--- config.mk ---
export PLATFORM = sky130hd
export DESIGN_NAME = regfile_wb_arbiter
export DESIGN_NICKNAME = d
export VERILOG_FILES = /design/src/rtl/regfile_wb_arbiter.sv
export SDC_FILE = /design/constraint.sdc
export NUM_CORES = 1
export LEC_CHECK = 0
export ABC_AREA = 1
export ABC_CLOCK_PERIOD_IN_PS = 1500
export CAP_MARGIN = 40
export CORE_MARGIN = 3
export CORE_UTILIZATION = 30
export DETAILED_ROUTE_END_ITERATION = 6
export HOLD_SLACK_MARGIN = 0.08
export PLACE_DENSITY = 0.62
export SLEW_MARGIN = 25
export SYNTH_ARGS = -nofsm -noshare
export SYNTH_HDL_FRONTEND = slang
export SYNTH_SLANG_ARGS = --single-unit
--- constraint.sdc ---
create_clock -name clk -period 1.5 [get_ports clk]
set_clock_uncertainty 0.05 [all_clocks]
set_input_delay 0.3 -clock clk [delete_from_list [all_inputs] [get_ports clk]]
set_output_delay 0.3 -clock clk [all_outputs]
set_load 0.005 [all_outputs]
--- src/rtl/regfile_wb_arbiter.sv ---
// Write-back arbiter for the 32x32 register file: two valid/ready requesters share one write port,
// plus a pending-write scoreboard for decode. Define REGFILE_WB_RR_EN for round-robin tie-breaking.
module regfile_wb_arbiter #(
    parameter  int NUM_REGS = 32,
    localparam int ADDR_W   = $clog2(NUM_REGS)
) (
    input  logic              clk,
    input  logic              rst_n,

    input  logic              req0_valid,
    output logic              req0_ready,
    input  logic [ADDR_W-1:0] req0_addr,
    input  logic [31:0]       req0_data,

    input  logic              req1_valid,
    output logic              req1_ready,
    input  logic [ADDR_W-1:0] req1_addr,
    input  logic [31:0]       req1_data,

    input  logic              alloc_valid,
    input  logic [ADDR_W-1:0] alloc_addr,

    input  logic [ADDR_W-1:0] chk_addr0,
    input  logic [ADDR_W-1:0] chk_addr1,
    output logic              chk_busy0,
    output logic              chk_busy1,

    output logic [ADDR_W-1:0] rf_waddr,
    output logic [31:0]       rf_wdata,
    output logic              rf_wren,
    output logic              grant_last
);

    logic                grant0;
    logic                grant1;
    logic                tie_pick1;

    logic [ADDR_W-1:0]   waddr_q, waddr_d;
    logic [31:0]         wdata_q, wdata_d;
    logic                wren_q,  wren_d;
    logic                grant_last_q, grant_last_d;

    logic [NUM_REGS-1:0] sb_q, sb_d;
    logic [NUM_REGS-1:0] sb_set;
    logic [NUM_REGS-1:0] sb_clr;

    // Tie-break: grant_last_q resets to 1, so port 0 takes the first tie in round-robin mode.
`ifdef REGFILE_WB_RR_EN
    assign tie_pick1 = ~grant_last_q;
`else
    assign tie_pick1 = 1'b1;
`endif

    assign grant1 = req1_valid && (!req0_valid || tie_pick1);
    assign grant0 = req0_valid && !grant1;

    // A requester held in reset must not see a handshake the flops will never capture.
    assign req0_ready = grant0 && rst_n;
    assign req1_ready = grant1 && rst_n;

    always_comb begin
        waddr_d      = waddr_q;
        wdata_d      = wdata_q;
        wren_d       = 1'b0;
        grant_last_d = grant_last_q;
        if (grant1) begin
            waddr_d      = req1_addr;
            wdata_d      = req1_data;
            wren_d       = (req1_addr != '0);
            grant_last_d = 1'b1;
        end else if (grant0) begin
            waddr_d      = req0_addr;
            wdata_d      = req0_data;
            wren_d       = (req0_addr != '0);
            grant_last_d = 1'b0;
        end
    end

    // Register 0 is hard-wired zero, so it can never be marked pending.
    genvar gi;
    generate
        for (gi = 0; gi < NUM_REGS; gi++) begin : g_sb
            assign sb_clr[gi] = wren_q && (waddr_q == ADDR_W'(gi));
            if (gi == 0) begin : g_r0
                assign sb_set[gi] = 1'b0;
            end else begin : g_rn
                assign sb_set[gi] = alloc_valid && (alloc_addr == ADDR_W'(gi));
            end
        end
    endgenerate

    // Set beats clear: an alloc on the write-back edge belongs to a newer writer.
    always_comb begin
        sb_d = (sb_q & ~sb_clr) | sb_set;
    end

    always_ff @(posedge clk or negedge rst_n) begin
        if (!rst_n) begin
            waddr_q      <= '0;
            wdata_q      <= '0;
            wren_q       <= 1'b0;
            grant_last_q <= 1'b1;
            sb_q         <= '0;
        end else begin
            waddr_q      <= waddr_d;
            wdata_q      <= wdata_d;
            wren_q       <= wren_d;
            grant_last_q <= grant_last_d;
            sb_q         <= sb_d;
        end
    end

    assign chk_busy0  = sb_q[chk_addr0];
    assign chk_busy1  = sb_q[chk_addr1];
    assign rf_waddr   = waddr_q;
    assign rf_wdata   = wdata_q;
    assign rf_wren    = wren_q;
    assign grant_last = grant_last_q;

endmodule
==> impl_metrics.tcl <==
set metrics [dict create \
    rr_startpoint "rf_waddr[2]" \
    area_growth_pct 61.77 \
    via_per_inst 4.857 \
    end_kind "primary output" \
    min-delay-path-class "in -> reg" \
    pwr-share-seq_pct 37.8 \
    nNetsFinal 804 \
    core_region_area_sq_mm 0.01221 \
    power_frac_clock_pct 33.6 \
    grt_max_degree 42 \
    num_rows 40 \
    drc 1 \
    synth_top_area_share_pct 46.02 \
    h-tree-depth 3 \
    dp_slack_ns -0.8520 \
    r2r-end "sb_q[8]" \
    grt_pass1_vias 4380 \
    cp-startpoint "sb_q[0]" \
    die-width_microns 118.6 \
    layout_setup_ws_ns -0.3089 \
    synth_cell_type_count 18 \
    gp_congestion 1.020 \
    syn_nets 627 \
    cts_tree "yes" \
    final-max-slew-violation-count 0 \
    path_class "reg -> out" \
    synth_seq_cells 71 \
    root_buffer "clkbuf_16" \
    max_freq_ghz 0.5528 \
    relSlewSlack_pct 64.97 \
    final.min_clock_period_ns 1.809 \
    diodes 0 \
    numCtsBuffers 9 \
    ctsLongestPathBuffers 2 \
    io-pin-count 137 \
    powerDensity_mw_per_mm2 1185 \
    synthTopCellsByArea "dfrtp_1 46%, nand2_1 23%, nand3_1 11%, o21ai_0 8.2%, inv_1 2.7%" \
    n_fill_cell 1210 \
    fin_cells 882 \
    antenna_found_initial 0 \
    post-route-util_pct 50.42 \
    wire_per_inst_microns 15.71 \
    run_status "complete, but fails checks" \
    dp_hpwl_microns 9922 \
    io_buffers 136 \
    multi_input_area_sq_mm 0.001833 \
    cts_sinks 71 \
    synth_area_sq_mm 0.003806 \
    finalSetupTns_ns -0.5902 \
    dp_cells 838 \
    startpoint_type "flip-flop" \
    grt_use_total_pct 19.72 \
    clkTransAtPathRegs_ns 0.06 \
    yosys.area.top_type "dfrtp_1" \
    hold_depth 4 \
    switching_share_pct 30.46 \
    drt_wl_total_microns 13860 \
    cp.required_ns 1.15 \
    p_leak_nw 2.937 \
    cap_violations 0 \
    ant_nets 0 \
    clkLatencyLatePin_ns 0.33 \
    setup_violations 2 \
    rsz0062_at_grt "yes" \
    ir_drop_mv 0.6204 \
    seq_area_sq_mm 0.001778 \
    placed_cell_area_sq_mm 0.005469 \
    whs_ns 0.3004 \
    ys_warn_count 0 \
    hp-start "req1_valid" \
    reg2reg_slack_ns 0.03 \
    failed_checks "design-rule violations, negative setup slack" \
    syn_avg_cell_area_sq_um 7.141 \
    crit_fanout 2 \
    initial_core_util_pct 31.17 \
    drtPass1Iterations 7 \
    power.total_mw 7.296 \
    vias 4284 \
    p_comb_share_pct 28.6 \
    yosysSeqAreaShare_pct 46.71 \
    internal-power_mw 5.074 \
    switchingPower_mw 2.223 \
    die_h_microns 118.6 \
    grt_pass1_wl_microns 22080 \
    fin_crit_sh_pct 120.6 \
    cp.arrival_ns 1.46 \
    drt_iter0_drc 269 \
    hold_viol 0 \
    netlist_instances 533 \
    fin_area_sq_mm 0.006157 \
    ff2ff_path_depth 5 \
    grt_remaining_overflow 0 \
    die_area_sq_mm 0.01407 \
    drive_gt1_share_pct 15.27 \
    tightest_slew_ns 0.5255 \
    holdPathEnd "rf_wdata[26]" \
]
[cells in the mapped netlist]
cell type	instances
buf_2	12
nor2_4	2
inv_1	27
clkbuf_1	5
o21a_1	1
dfrtp_1	70
dfstp_2	1
buf_6	6
nor2_1	15
inv_2	4
inv_6	2
o211ai_1	3
o221ai_1	2
nand3_1	82
nor4_1	1
o21ai_0	62
nand2_1	237
o21ai_1	1
[how the worst max path moves through the flow]
stage	to	slack, ns
after floorplan	chk_busy0	0.15
after global placement	chk_busy0	-0.85
after detailed placement	chk_busy1	-0.85
after CTS	chk_busy1	-0.29
after global routing	chk_busy1	-0.42
final	chk_busy1	-0.31
[final cells by class]
| cell class | instances | area share, % |
|---|---|---|
| tap | 168 | 3.414 |
| clock buffer | 10 | 3.881 |
| multi-input combinational | 406 | 29.77 |
| clock inverter | 5 | 1.727 |
| sequential | 71 | 28.88 |
| inverter | 33 | 2.337 |
| timing repair buffer | 189 | 29.99 |
[cell families after synthesis]
family          synth area share (%)
flops                          46.71
buf+inv                        7.364
simple gates                   36.39
compound gates                 9.533
[layer usage]
layer	up-vias	global-route usage (%)	wire [microns]
met5	-	0	0
met1	1961	23.49	5464
met4	0	8.182	461
li1	2074	-	-
met3	40	8.278	1582
met2	209	31.33	6348
[timing repair]
action / CTS / global route
cloned: 2 / 0
hold buffers: 1 / 0
pin swaps: 20 / 6
endpoints found under the setup margin: 43 / 21
buffers inserted: 26 / 0
hold endpoints to repair: 70 / 0
resized for setup: 97 / 19
[placed cells by master, fill, tap and decap left out, drive strengths merged]
cell             n
clkdlybuf4s15    1
o21ai           63
dlymetal6s2s     1
clkinv           1
dlygate4sd3      1
dfstp            1
bufbuf           2
dfrtp           70
o21a             1
clkinvlp         1
clkbuf          10
o221ai           2
nand2          237
nand3           82
inv             33
clkdlybuf4s50   84
nor2            17
buf             57
bufinv           3
o211ai           3
dlygate4sd2     43
nor4             1
[critical path: stages (launching register included)]
cell and delay, ns:
dfrtp_1 0.41, buf_6 0.14, nand2_1 0.06, nand3_1 0.08, nand3_2 0.08, nand2_2 0.06
nand2_1 0.05, nand2_1 0.05, nand2_1 0.05, nand2_1 0.04, buf_2 0.12
[registers in the layout, summed over array words and instances, names as in the netlist]
name        cells
rf_wdata       32
sb_q           32
rf_waddr        5
grant_last      1
rf_wren         1
[power by group through the flow]
stage / clock network, mW / registers, mW / logic, mW
floorplan: 0 / 2.59 / 0.786
global placement: 0 / 2.82 / 1.51
detailed placement: 0 / 2.83 / 1.54
CTS: 2.49 / 2.73 / 2.00
global route: 2.58 / 2.78 / 2.31
finish: 2.45 / 2.76 / 2.08
Note: power is estimated with default switching activity, not from simulation.
